`src/rtl/ws2812b_pixel_receiver.sv`:
```
// WS2812B single-wire decoder: classifies high-pulse widths into bits, packs 24-bit GRB
// pixels MSB first, and counts pixels within a frame bounded by the idle marker.
module ws2812b_pixel_receiver #(
  parameter int IDX_W = 8,
  parameter int CNT_W = 16
) (
  input  logic             clk,
  input  logic             reset,
  input  logic             din,
  input  logic             idle,
  input  logic [CNT_W-1:0] bit_threshold_ticks,
  output logic [23:0]      pixel_data,
  output logic             pixel_valid,
  output logic [IDX_W-1:0] pixel_index,
  output logic             frame_done,
  output logic [IDX_W-1:0] frame_pixels,
  output logic             partial_err
);

  localparam logic [CNT_W-1:0] CNT_MAX  = '1;
  localparam logic [IDX_W-1:0] IDX_MAX  = '1;
  localparam logic [IDX_W-1:0] IDX_ZERO = '0;
  localparam logic [4:0]       LAST_BIT = 5'd23;

  logic             din_q;
  logic             idle_q;
  logic [CNT_W-1:0] high_cnt;
  logic [4:0]       bit_cnt;
  logic [22:0]      shift;
  logic [IDX_W-1:0] next_idx;

  logic             rise;
  logic             fall_ev;
  logic             idle_rise;
  logic             bit_val;
  logic             pixel_end;
  logic [IDX_W-1:0] next_idx_inc;

  // Edge events; idle masks falls so a line going idle never decodes a stray bit.
  always_comb begin
    rise         = din & ~din_q;
    fall_ev      = ~din & din_q & ~idle;
    idle_rise    = idle & ~idle_q;
    bit_val      = (high_cnt > bit_threshold_ticks);
    pixel_end    = fall_ev && (bit_cnt == LAST_BIT);
    next_idx_inc = (next_idx == IDX_MAX) ? IDX_MAX : next_idx + IDX_W'(1);
  end

  // Line sampling and high-pulse width measurement.
  always_ff @(posedge clk or posedge reset) begin
    if (reset) begin
      din_q    <= 1'b0;
      idle_q   <= 1'b0;
      high_cnt <= '0;
    end else begin
      din_q  <= din;
      idle_q <= idle;
      if (idle) begin
        high_cnt <= '0;
      end else if (rise) begin
        high_cnt <= CNT_W'(1);
      end else if (din && din_q && (high_cnt != CNT_MAX)) begin
        high_cnt <= high_cnt + CNT_W'(1);
      end
    end
  end

  // Bit assembly and pixel emission.
  always_ff @(posedge clk or posedge reset) begin
    if (reset) begin
      bit_cnt     <= '0;
      shift       <= '0;
      pixel_data  <= '0;
      pixel_valid <= 1'b0;
      pixel_index <= '0;
    end else begin
      pixel_valid <= 1'b0;
      if (idle) begin
        bit_cnt <= '0;
        shift   <= '0;
      end else if (pixel_end) begin
        pixel_data  <= {shift, bit_val};
        pixel_valid <= 1'b1;
        pixel_index <= next_idx;
        bit_cnt     <= '0;
      end else if (fall_ev) begin
        shift   <= {shift[21:0], bit_val};
        bit_cnt <= bit_cnt + 5'd1;
      end
    end
  end

  // Frame bookkeeping; partial_err stays set until the next reset.
  always_ff @(posedge clk or posedge reset) begin
    if (reset) begin
      next_idx     <= '0;
      frame_done   <= 1'b0;
      frame_pixels <= '0;
      partial_err  <= 1'b0;
    end else begin
      frame_done <= 1'b0;
      if (idle_rise) begin
        if (next_idx != IDX_ZERO) begin
          frame_done   <= 1'b1;
          frame_pixels <= next_idx;
        end
        if (bit_cnt != 5'd0) begin
          partial_err <= 1'b1;
        end
        next_idx <= '0;
      end else if (pixel_end) begin
        next_idx <= next_idx_inc;
      end
    end
  end

endmodule

```
`config.mk`:
```
export PLATFORM = sky130hd
export DESIGN_NAME = ws2812b_pixel_receiver
export DESIGN_NICKNAME = d
export VERILOG_FILES = /design/src/rtl/ws2812b_pixel_receiver.sv
export SDC_FILE = /design/constraint.sdc
export NUM_CORES = 1
export LEC_CHECK = 0
export ABC_CLOCK_PERIOD_IN_PS = 5500
export CAP_MARGIN = 25
export CORE_UTILIZATION = 40
export DETAILED_ROUTE_END_ITERATION = 16
export PLACE_DENSITY = 0.71
export RECOVER_POWER = 100
export SYNTH_ARGS = -nofsm -noshare
export SYNTH_HDL_FRONTEND = slang
export SYNTH_SLANG_ARGS = --single-unit
```
`constraint.sdc`:
```
create_clock -name clk -period 5.5 [get_ports clk]
set_input_delay 0.55 -clock clk [delete_from_list [all_inputs] [get_ports clk]]
set_output_delay 0.55 -clock clk [all_outputs]
set_load 0.03 [all_outputs]
```
== Yosys cells after proc, flatten, opt, wreduce, memory -nomap -nowiden ==
Cells that the tools add are included.

* Eq/ne operators: 4
* Div/mod/pow operators: 0
* Reduce and logical (&&, ||, !) cells: 13
* Add/subtract/negate cells: 3
* Bitwise logic cells: 8
* Shift operators: 0
* Magnitude comparators: 1
* Multiply operators: 0
* Multiplexer cells: 16

{| class="wikitable"
|+ Operators with widths
! cell !! count
|-
| $mux W23 || 3
|-
| $mux W16 || 3
|-
| $mux W8 || 3
|-
| $add A16 B1 Y16 const B || 1
|-
| $gt A16 B16 Y1 || 1
|-
| $ne A16 B16 Y1 const B || 1
|-
| $mux W5 || 3
|-
| $add A8 B1 Y8 const B || 1
|-
| $eq A8 B8 Y1 const B || 1
|-
| $reduce_and A2 Y1 || 4
|-
| $reduce_bool A8 Y1 || 1
|-
| $reduce_bool A3 Y1 || 2
|-
| $add A5 B1 Y5 const B || 1
|-
| $eq A5 B5 Y1 const B || 1
|-
| $reduce_bool A5 Y1 || 1
|-
| $and A1 B1 Y1 || 4
|-
| $mux W1 || 4
|-
| $not A1 Y1 || 4
|-
| $reduce_bool A2 Y1 || 2
|-
| $logic_and A1 B1 Y1 || 3
|-
| $ne A2 B2 Y1 const B || 1
|}

* Logic and storage cells: 57
* Output and inout port bits: 43
* Bits in latches: 0
* Bits of input ports: 20
* Bits in registers: 97
* Bits in writable memories: 0
* Memories kept: 0
* Memory bits (read-only): 0

== Depth between registers and ports, before layout ==
Gate-level depths: netlist of the first run.

* Depth after elaboration: 6
* Gate-level depth with buffers: 7
* Depth with buffers taken out: 7

== Worst setup path before layout of the first run ==
No wires, ideal clock.

* Kind: input to register
* From: input port bit_threshold_ticks[1]
* To: register shift[0]
* Setup slack: 3.431 ns
* Setup time: 0.122 ns
* Path buffers: 0
* Stages on the path: 7
* Arrival time: 1.947 ns
* Data required time: 5.378 ns
* Cell sequence: inv_1 -> ha_1 -> nor2b_1 -> o211ai_1 -> a2111oi_0 -> or4_1 -> a32o_1

* Word-level cells in the longest chain between the ends: 4

{| class="wikitable"
|+ RTL lines
! what !! RTL line !! RTL
|-
| from (decl) || 11 || <nowiki>input logic [CNT_W-1:0] bit_threshold_ticks,</nowiki>
|-
| $gt A16 B16 Y1 || 44 || <nowiki>bit_val = (high_cnt > bit_threshold_ticks);</nowiki>
|-
| $mux W23 || 86 || <nowiki>end else if (fall_ev) begin</nowiki>
|-
| $mux W23 || 81 || <nowiki>end else if (pixel_end) begin</nowiki>
|-
| $mux W23 || 78 || <nowiki>if (idle) begin</nowiki>
|-
| to (signal assigned) || 87 || <nowiki>shift <= {shift[21:0], bit_val};</nowiki>
|-
| to (decl) || 29 || <nowiki>logic [22:0] shift;</nowiki>
|}

Every way passes these cells. The select of a mux whose other input is x is not followed.
A chain may end at the register's enable or synchronous reset.

== Worst setup path after layout of the first run ==
* From: input port idle
* To: register next_idx[5]

* Word-level cells in the longest chain between the ends: 4
* Elaborated cells on any way between the ends: 6
* Classes of those cells: 1 x mux; 3 x bitwise; 2 x reduce/logical

{| class="wikitable"
|+ RTL lines
! what !! RTL line !! RTL
|-
| from (decl) || 10 || <nowiki>input logic idle,</nowiki>
|-
| $not A1 Y1 (no source line) || -- ||
|-
| $and A1 B1 Y1 || 42 || <nowiki>fall_ev = ~din & din_q & ~idle;</nowiki>
|-
| $logic_and A1 B1 Y1 || 45 || <nowiki>pixel_end = fall_ev && (bit_cnt == LAST_BIT);</nowiki>
|-
| $reduce_bool A2 Y1 (no source line) || -- ||
|-
| to (signal assigned) || 112 || <nowiki>next_idx <= next_idx_inc;</nowiki>
|-
| to (decl) || 30 || <nowiki>logic [IDX_W-1:0] next_idx;</nowiki>
|}

Parallel ways exist; a longest one is shown, timed or not.

==> Implementation_results.wiki, run 1 <==
{| class="wikitable"
! Metric !! Value
|-
| Top cells by area, synth || sky130_fd_sc_hd__dfrtp_1, sky130_fd_sc_hd__nand2_1, sky130_fd_sc_hd__ha_1
|-
| Cts bufs inserted || 9
|-
| Ant diodes || 0
|-
| Vias per inst || 5.17
|-
| Slowest CP cell || sky130_fd_sc_hd__clkbuf_1
|-
| Biggest area consumer among synthesized cells || sky130_fd_sc_hd__dfrtp_1
|-
| Net Sw Frac || 0.221
|-
| PostCTS Resize Cnt || 0
|-
| Number of global-route vias before repair || 3504
|-
| Fraction of synthesized cell area taken by the top area cell type || 0.524
|-
| Internal || 1.11 mW
|-
| Placement Setup Slack || 2440 ps
|-
| Antenna violations before repair || 0
|-
| Number of cells in the finished layout apart from fillers || 695
|-
| Effective utilization at floorplan || 0.418
|-
| Die Width || 110 um
|-
| Power density over the cells || 253 mW/mm2
|-
| Number of enable flip-flop cells after synthesis || 0
|-
| Hold buffers post-CTS || 0
|-
| Share of the yosys chip area belonging to registers || 0.524
|-
| Fmax || 270 MHz
|-
| Final critical-path required period || 3710 ps
|-
| Unrepaired setup endpoints after global routing || no
|-
| Fraction of final layout cells sized beyond drive strength 1 || 0.0667
|-
| Signal arrival time at the worst endpoint || 3910 ps
|-
| Critical Path Source Type || input pin
|-
| Switching power summed over all nets || 316 uW
|-
| Smallest setup slack after layout || 1790 ps
|-
| Number of max-slew violations in the final report || 74
|-
| Largest clock skew in the final design || 8.21 ps
|-
| Worst-path clk slew || 70 ps
|-
| Max FO, Critical Path || 39
|-
| Final Hold Viols || 0
|-
| Ordered list of cells on the worst path || dlygate4sd3_1 -> clkbuf_1 -> or3_4 -> clkinv_2 -> and3_1 -> o21ai_0 -> a31oi_1
|-
| Data required time of the worst path || 5700 ps
|-
| Syn Std Cell Area || 0.00463 mm2
|-
| Routed len/inst || 13.7 um
|-
| Crit path capture type || flop
|-
| Die Y || 110 um
|-
| Wire length of the first global-routing pass || 16300 um
|-
| Storage element area || 0.00243 mm2
|-
| Number of distinct library cell variants in the gate-level netlist after synthesis || 58
|-
| Combinational share of power || 0.054
|-
| DRC violations left || 0
|-
| Placer congestion estimate || 0.779
|-
| Maximum number of pins on one net before global-route repair || 51
|-
| Stage delay of the slowest cell on the critical path || 1150 ps
|-
| Vias after detailed routing || 3590
|-
| Number of post-CTS setup repair buffers || 0
|-
| Slew @ Worst Pin || 1860 ps
|-
| Normalized max-slew margin || -0.242
|-
| All-Layer GR Usage || 0.174
|-
| Placed standard-cell area || 0.00537 mm2
|-
| Worst Hold Launch || pixel_data[10]$_DFFE_PP0P_
|-
| Maximum buffer depth of the clock tree || 2
|-
| Number of fill cells in the layout || 1059
|-
| Leading cell type by number of instances after synthesis || sky130_fd_sc_hd__nand2_1
|-
| Half-perimeter wire length of the detailed placement result || 6640 um
|-
| Remaining global-route overflow || 0
|-
| Multi-input gate area in the final layout || 0.00197 mm2
|-
| Commonest cells in the netlist || sky130_fd_sc_hd__nand2_1, sky130_fd_sc_hd__dfrtp_1, sky130_fd_sc_hd__a21oi_1
|-
| Total negative slack || 0 ps
|-
| Post-Route WL || 9490 um
|-
| Worst min-delay path class || flop to flop
|-
| Clock share of power || 0.440
|-
| Sequential share of power || 0.506
|-
| R2r startpoint || bit_cnt[0]$_DFFE_PP0P_
|-
| Clock tree from TritonCTS || yes
|-
| Proportion of synthesized flip-flops having asynchronous set or reset || 1.00
|-
| Number of I/O pins || 63
|-
| Number of H-tree branching levels || 3
|-
| # Max-Cap Violations || 2
|-
| Total power draw || 1.43 mW
|-
| Root Buffer || sky130_fd_sc_hd__clkbuf_16
|-
| I/O Buffers || 62
|-
| Count of mapped cells out of synthesis || 495
|-
| Clock latency of the later-clocked register in the worst-skew pair || 340 ps
|-
| Max VDD drop || 0.000151 V
|-
| Number of synthesis warnings || 0
|-
| Design area || 0.00566 mm2
|-
| Share of the clock period used by the worst path || 0.674
|-
| Drt first pass iters || 4
|-
| Flops & latches, synth || 97
|-
| Final setup viols || 0
|-
| Origin of the worst setup path || idle
|-
| Post-Synthesis Net Count || 536
|-
| Failing checks || capacitance limit, slew limit
|-
| Net count, final || 591
|-
| Top delay family on crit path || buffers and inverters
|-
| Type of the setup path with the least slack || input pin to flop
|-
| Placed cell count || 679
|-
| Synthesized area divided by synthesized cell count || 9.35 um2
|-
| Clock tree sinks || 97
|-
| Number of standard-cell rows in the floorplan || 38
|-
| Signed area change from the synthesized netlist to the final layout || 22.2%
|-
| Final ANT Viol Nets || 0
|-
| Full die area || 0.0120 mm2
|-
| Leakage component of the power || 2.81 nW
|-
| Area of the placeable core || 0.0111 mm2
|-
| Sum of buffers and inverters on the critical path || 3
|-
| Run status || complete, but fails checks
|-
| First DRT Iteration DRCs || 174
|-
| Synth Flop Type || sky130_fd_sc_hd__dfrtp_1
|}
==> registers in the layout, indices dropped and copies added (netlist names), 5 cells and up <==
name and cells:
pixel_data 24, shift 23, high_cnt 16, frame_pixels 8, next_idx 8, pixel_index 8, bit_cnt 5
==> worst paths after layout <==
path	endpoint	slack (ps)	cells past startpoint
max reg2reg	next_idx[5]$_DFFE_PP0P_	3090	7
max	next_idx[5]$_DFFE_PP0P_	1790	7
min in group asynchronous	shift[18]$_DFFE_PP0P_	750	2
min	pixel_data[10]$_DFFE_PP0P_	470	2
max in group asynchronous	bit_cnt[1]$_DFFE_PP0P_	2300	4
min reg2reg	pixel_data[10]$_DFFE_PP0P_	470	2
==> cells in the final DEF, fill, tap and decap left out, types with 5 or more instances in the layout <==
cell type / instances
sky130_fd_sc_hd__nand4_1: 9
sky130_fd_sc_hd__o21ai_0: 7
sky130_fd_sc_hd__inv_1: 26
sky130_fd_sc_hd__nand2_1: 153
sky130_fd_sc_hd__mux2_2: 7
sky130_fd_sc_hd__a21oi_1: 38
sky130_fd_sc_hd__a211oi_1: 5
sky130_fd_sc_hd__nand3_1: 12
sky130_fd_sc_hd__ha_1: 21
sky130_fd_sc_hd__dfrtp_1: 97
sky130_fd_sc_hd__xnor2_1: 9
sky130_fd_sc_hd__nor2_1: 25
sky130_fd_sc_hd__nor3_1: 7
sky130_fd_sc_hd__clkbuf_16: 9
sky130_fd_sc_hd__dlygate4sd3_1: 46
sky130_fd_sc_hd__clkdlybuf4s50_1: 16
==> cell families after synthesis <==
group	share of synthesized area
adder cells (fa/ha/maj)	0.0568
multiplexers	0.0235
XOR/XNOR	0.0227
buffers and inverters	0.0465
flip-flops	0.524
AO/OA/AOI/OAI	0.0970
AND/OR/NAND/NOR	0.229
==> power groups by stage <==
stage / combinational (mW) / sequential, mW / clock (mW)
4_1_cts: 0.0806 / 0.723 / 0.643
6_report: 0.0772 / 0.723 / 0.629
5_1_grt: 0.0865 / 0.723 / 0.675
3_3_place_gp: 0.0753 / 0.737 / 0
2_1_floorplan: 0.0414 / 0.740 / 0
3_5_place_dp: 0.0802 / 0.737 / 0
==> worst reg2reg max path: cells and delay by family (launching register included) <==
kind | cells | cell delay, ps
and+or+nand+nor | 3 | 930
buffers and inverters | 1 | 510
DFF | 1 | 400
adders and majority gates | 1 | 250
AOI/OAI and AO/OA | 2 | 200
==> stage by stage <==
| stage | hold slack (ps) | utilization |
|---|---|---|
| floorplan | 439 | - |
| global placement | 462 | 0.482 |
| detailed placement | 465 | 0.485 |
| CTS | 467 | 0.512 |
| global route | 497 | 0.511 |
| finish | 469 | 0.511 |
==> layout make-up <==
class,instances,area share
well taps,140,0.0310
clock buffers,10,0.0422
multi-input cells,347,0.349
flip-flops and latches,97,0.429
inverters,29,0.0197
repair buffers,66,0.117
clock inverters,6,0.0117
==> layer usage <==
layer	share of wire	vias to the layer above	GRT usage
met4	0.011	0	0.0467
met3	0.039	11	0.0391
met1	0.46	1731	0.226
met2	0.49	75	0.292
li1	-	1773	-
met5	0	-	0
Power figures use the tool's default switching activity.
==> inputs of run 2 (changes only) <==
ABC_CLOCK_PERIOD_IN_PS = 3680   (was 5500)
clock period = 3.68 ns   (was 5.5 ns; I/O delays follow)
==> Implementation_results.wiki, run 2 (synthesized netlist as in run 1, its figures left out) <==
{| class="wikitable"
! Metric !! Value
|-
| Smallest setup slack after layout || 737 ps (-1050 ps)
|-
| Clock tree sinks || 97 (unchanged)
|-
| Clock tree from TritonCTS || yes
|-
| All-Layer GR Usage || 0.176 (+0.00296)
|-
| Fraction of final layout cells sized beyond drive strength 1 || 0.0704 (+0.00373)
|-
| Final Hold Viols || 0 (unchanged)
|-
| Number of standard-cell rows in the floorplan || 38 (unchanged)
|-
| Met3 WL || 430 um (+16%)
|-
| Most used cells in the layout excluding fill and tap cells || sky130_fd_sc_hd__nand2_1, sky130_fd_sc_hd__dfrtp_1, sky130_fd_sc_hd__dlygate4sd3_1, sky130_fd_sc_hd__a21oi_1, sky130_fd_sc_hd__inv_1
|-
| Data required time of the worst path || 3910 ps (-1790 ps)
|-
| Final ANT Viol Nets || 0 (unchanged)
|-
| Number of max-slew violations in the final report || 87 (+18%)
|-
| Worst min-delay path class || flop to flop
|-
| Normalized max-slew margin || -0.443 (-0.201)
|-
| Ant diodes || 0 (unchanged)
|-
| Metal-1 WL || 4340 um (-1.2%)
|-
| Type of the setup path with the least slack || input pin to flop
|-
| Vias after detailed routing || 3565 (-0.70%)
|-
| Largest clock skew in the final design || 6.73 ps (-1.48 ps)
|-
| Most common cell after layout, fill and taps aside || sky130_fd_sc_hd__nand2_1
|-
| Root Buffer || sky130_fd_sc_hd__clkbuf_16
|-
| Run status || complete, but fails checks
|-
| Max VDD drop || 0.000311 V (+110%)
|-
| Registers with the most flip-flops || pixel_data x24, shift x23, high_cnt x16
|-
| Number of I/O pins || 63 (unchanged)
|-
| Clock latency of the later-clocked register in the worst-skew pair || 340 ps (about the same)
|-
| Max FO, Critical Path || 36 (-7.7%)
|-
| Signal arrival time at the worst endpoint || 3170 ps (-740 ps)
|-
| Crit path capture type || flop
|-
| Final critical-path required period || 2940 ps
|-
| Remaining global-route overflow || 0 (unchanged)
|-
| Slew @ Worst Pin || 2150 ps (+290 ps)
|-
| Maximum buffer depth of the clock tree || 2 (unchanged)
|-
| Placer congestion estimate || 0.794 (+1.8%)
|-
| Leakage component of the power || 2.79 nW (-0.68%)
|-
| Number of H-tree branching levels || 3 (unchanged)
|-
| Die Y || 110 um (unchanged)
|-
| Critical Path Source Type || input pin
|-
| PostCTS Resize Cnt || 0 (unchanged)
|-
| Effective utilization at floorplan || 0.418 (unchanged)
|-
| Unrepaired setup endpoints after global routing || no
|-
| Net count, final || 590 (-0.17%)
|-
| Maximum number of pins on one net before global-route repair || 51 (unchanged)
|-
| # Max-Cap Violations || 2 (unchanged)
|-
| Met2 Routed Length || 4740 um (+2.6%)
|-
| Wire length of the first global-routing pass || 16300 um (-0.21%)
|-
| Hold buffers post-CTS || 0 (unchanged)
|-
| Number of post-CTS setup repair buffers || 0 (unchanged)
|-
| Routed len/inst || 13.9 um (+1.5%)
|-
| Topmost layer with routed signal wires || met4
|-
| Failing checks || capacitance limit, slew limit
|-
| Signed area change from the synthesized netlist to the final layout || 21.6%
|-
| Power density over the cells || 371 mW/mm2 (+47%)
|-
| Placement Setup Slack || 777 ps (-1670 ps)
|-
| Largest Register || pixel_data
|-
| Cts bufs inserted || 9 (unchanged)
|-
| Share of the clock period used by the worst path || 0.800
|-
| Antenna violations before repair || 0 (unchanged)
|-
| Drt first pass iters || 4 (unchanged)
|-
| Flip-flop count of the largest register, all copies and words added || 24 (unchanged)
|-
| First DRT Iteration DRCs || 182 (+4.6%)
|-
| Final setup viols || 0 (unchanged)
|-
| Die Width || 110 um (unchanged)
|-
| Number of global-route vias before repair || 3454 (-1.4%)
|-
| Post-Route WL || 9620 um (+1.4%)
|-
| Number of fill cells in the layout || 1026 (-3.1%)
|-
| Area of the placeable core || 0.0111 mm2 (unchanged)
|-
| I/O Buffers || 62 (unchanged)
|-
| Worst-path clk slew || 70 ps (about the same)
|-
| Vias per inst || 5.14 (-0.55%)
|-
| Full die area || 0.0120 mm2 (unchanged)
|-
| DRC violations left || 0 (unchanged)
|-
| Fmax || 340 MHz
|-
| Half-perimeter wire length of the detailed placement result || 6670 um (+0.47%)
|-
| Total negative slack || 0 ps (unchanged)
|}
[run 2: layout make-up]
cell class | instances | area, um2 | area share
Clock buffer | 9 | 225 | 0.0400
Clock inverter | 7 | 58.8 | 0.0104
Inverter | 29 | 111 | 0.0198
Multi-Input combinational cell | 347 | 1980 | 0.352
Sequential cell | 97 | 2430 | 0.431
Tap cell | 140 | 175 | 0.0311
Timing Repair Buffer | 65 | 652 | 0.116
[run 2: worst paths after layout]
check,to,depth (start not counted),from,slack [ps]
max,frame_pixels[4]$_DFFE_PP0P_,5,idle,740
max in group asynchronous,next_idx[4]$_DFFE_PP0P_,3,reset,1640
min,pixel_data[10]$_DFFE_PP0P_,2,pixel_data[10]$_DFFE_PP0P_,470
max reg2reg,next_idx[5]$_DFFE_PP0P_,7,bit_cnt[0]$_DFFE_PP0P_,1220
min reg2reg,pixel_data[10]$_DFFE_PP0P_,2,pixel_data[10]$_DFFE_PP0P_,470
min in group asynchronous,pixel_data[23]$_DFFE_PP0P_,2,reset,1050
[run 2: worst max-delay path: stages]
cell	delay, ps
sky130_fd_sc_hd__clkdlybuf4s50_1	490
sky130_fd_sc_hd__clkbuf_1	1130
sky130_fd_sc_hd__nand2b_1	290
sky130_fd_sc_hd__a21oi_2	480
sky130_fd_sc_hd__mux2_2	390
[run 2: metal layers]
| metal | track usage | vias to the layer above |
|---|---|---|
| li1 | - | 1772 |
| met1 | 0.221 | 1706 |
| met2 | 0.291 | 75 |
| met3 | 0.0504 | 12 |
| met4 | 0.0638 | 0 |
| met5 | 0 | - |
[run 2: through the flow]
stage                util  std cells  total power [mW]  instance area [um2]  hold slack [ps]
floorplan               -        495              1.17                 4630              399
global placement    0.484        678              1.22                 5360              462
CTS                 0.509        694              2.12                 5640              481
detailed placement  0.484        678              1.22                 5360              462
finish              0.508        694              2.09                 5630              468
global route        0.508        694              2.18                 5630              492
[run 2: where the power goes]
group / internal (mW) / leakage [nW] / switching [mW]
combinational: 0.0421 / 1.31 / 0.0737
sequential: 1.07 / 1.34 / 0.00640
clock: 0.470 / 0.139 / 0.426
total: 1.59 / 2.79 / 0.506
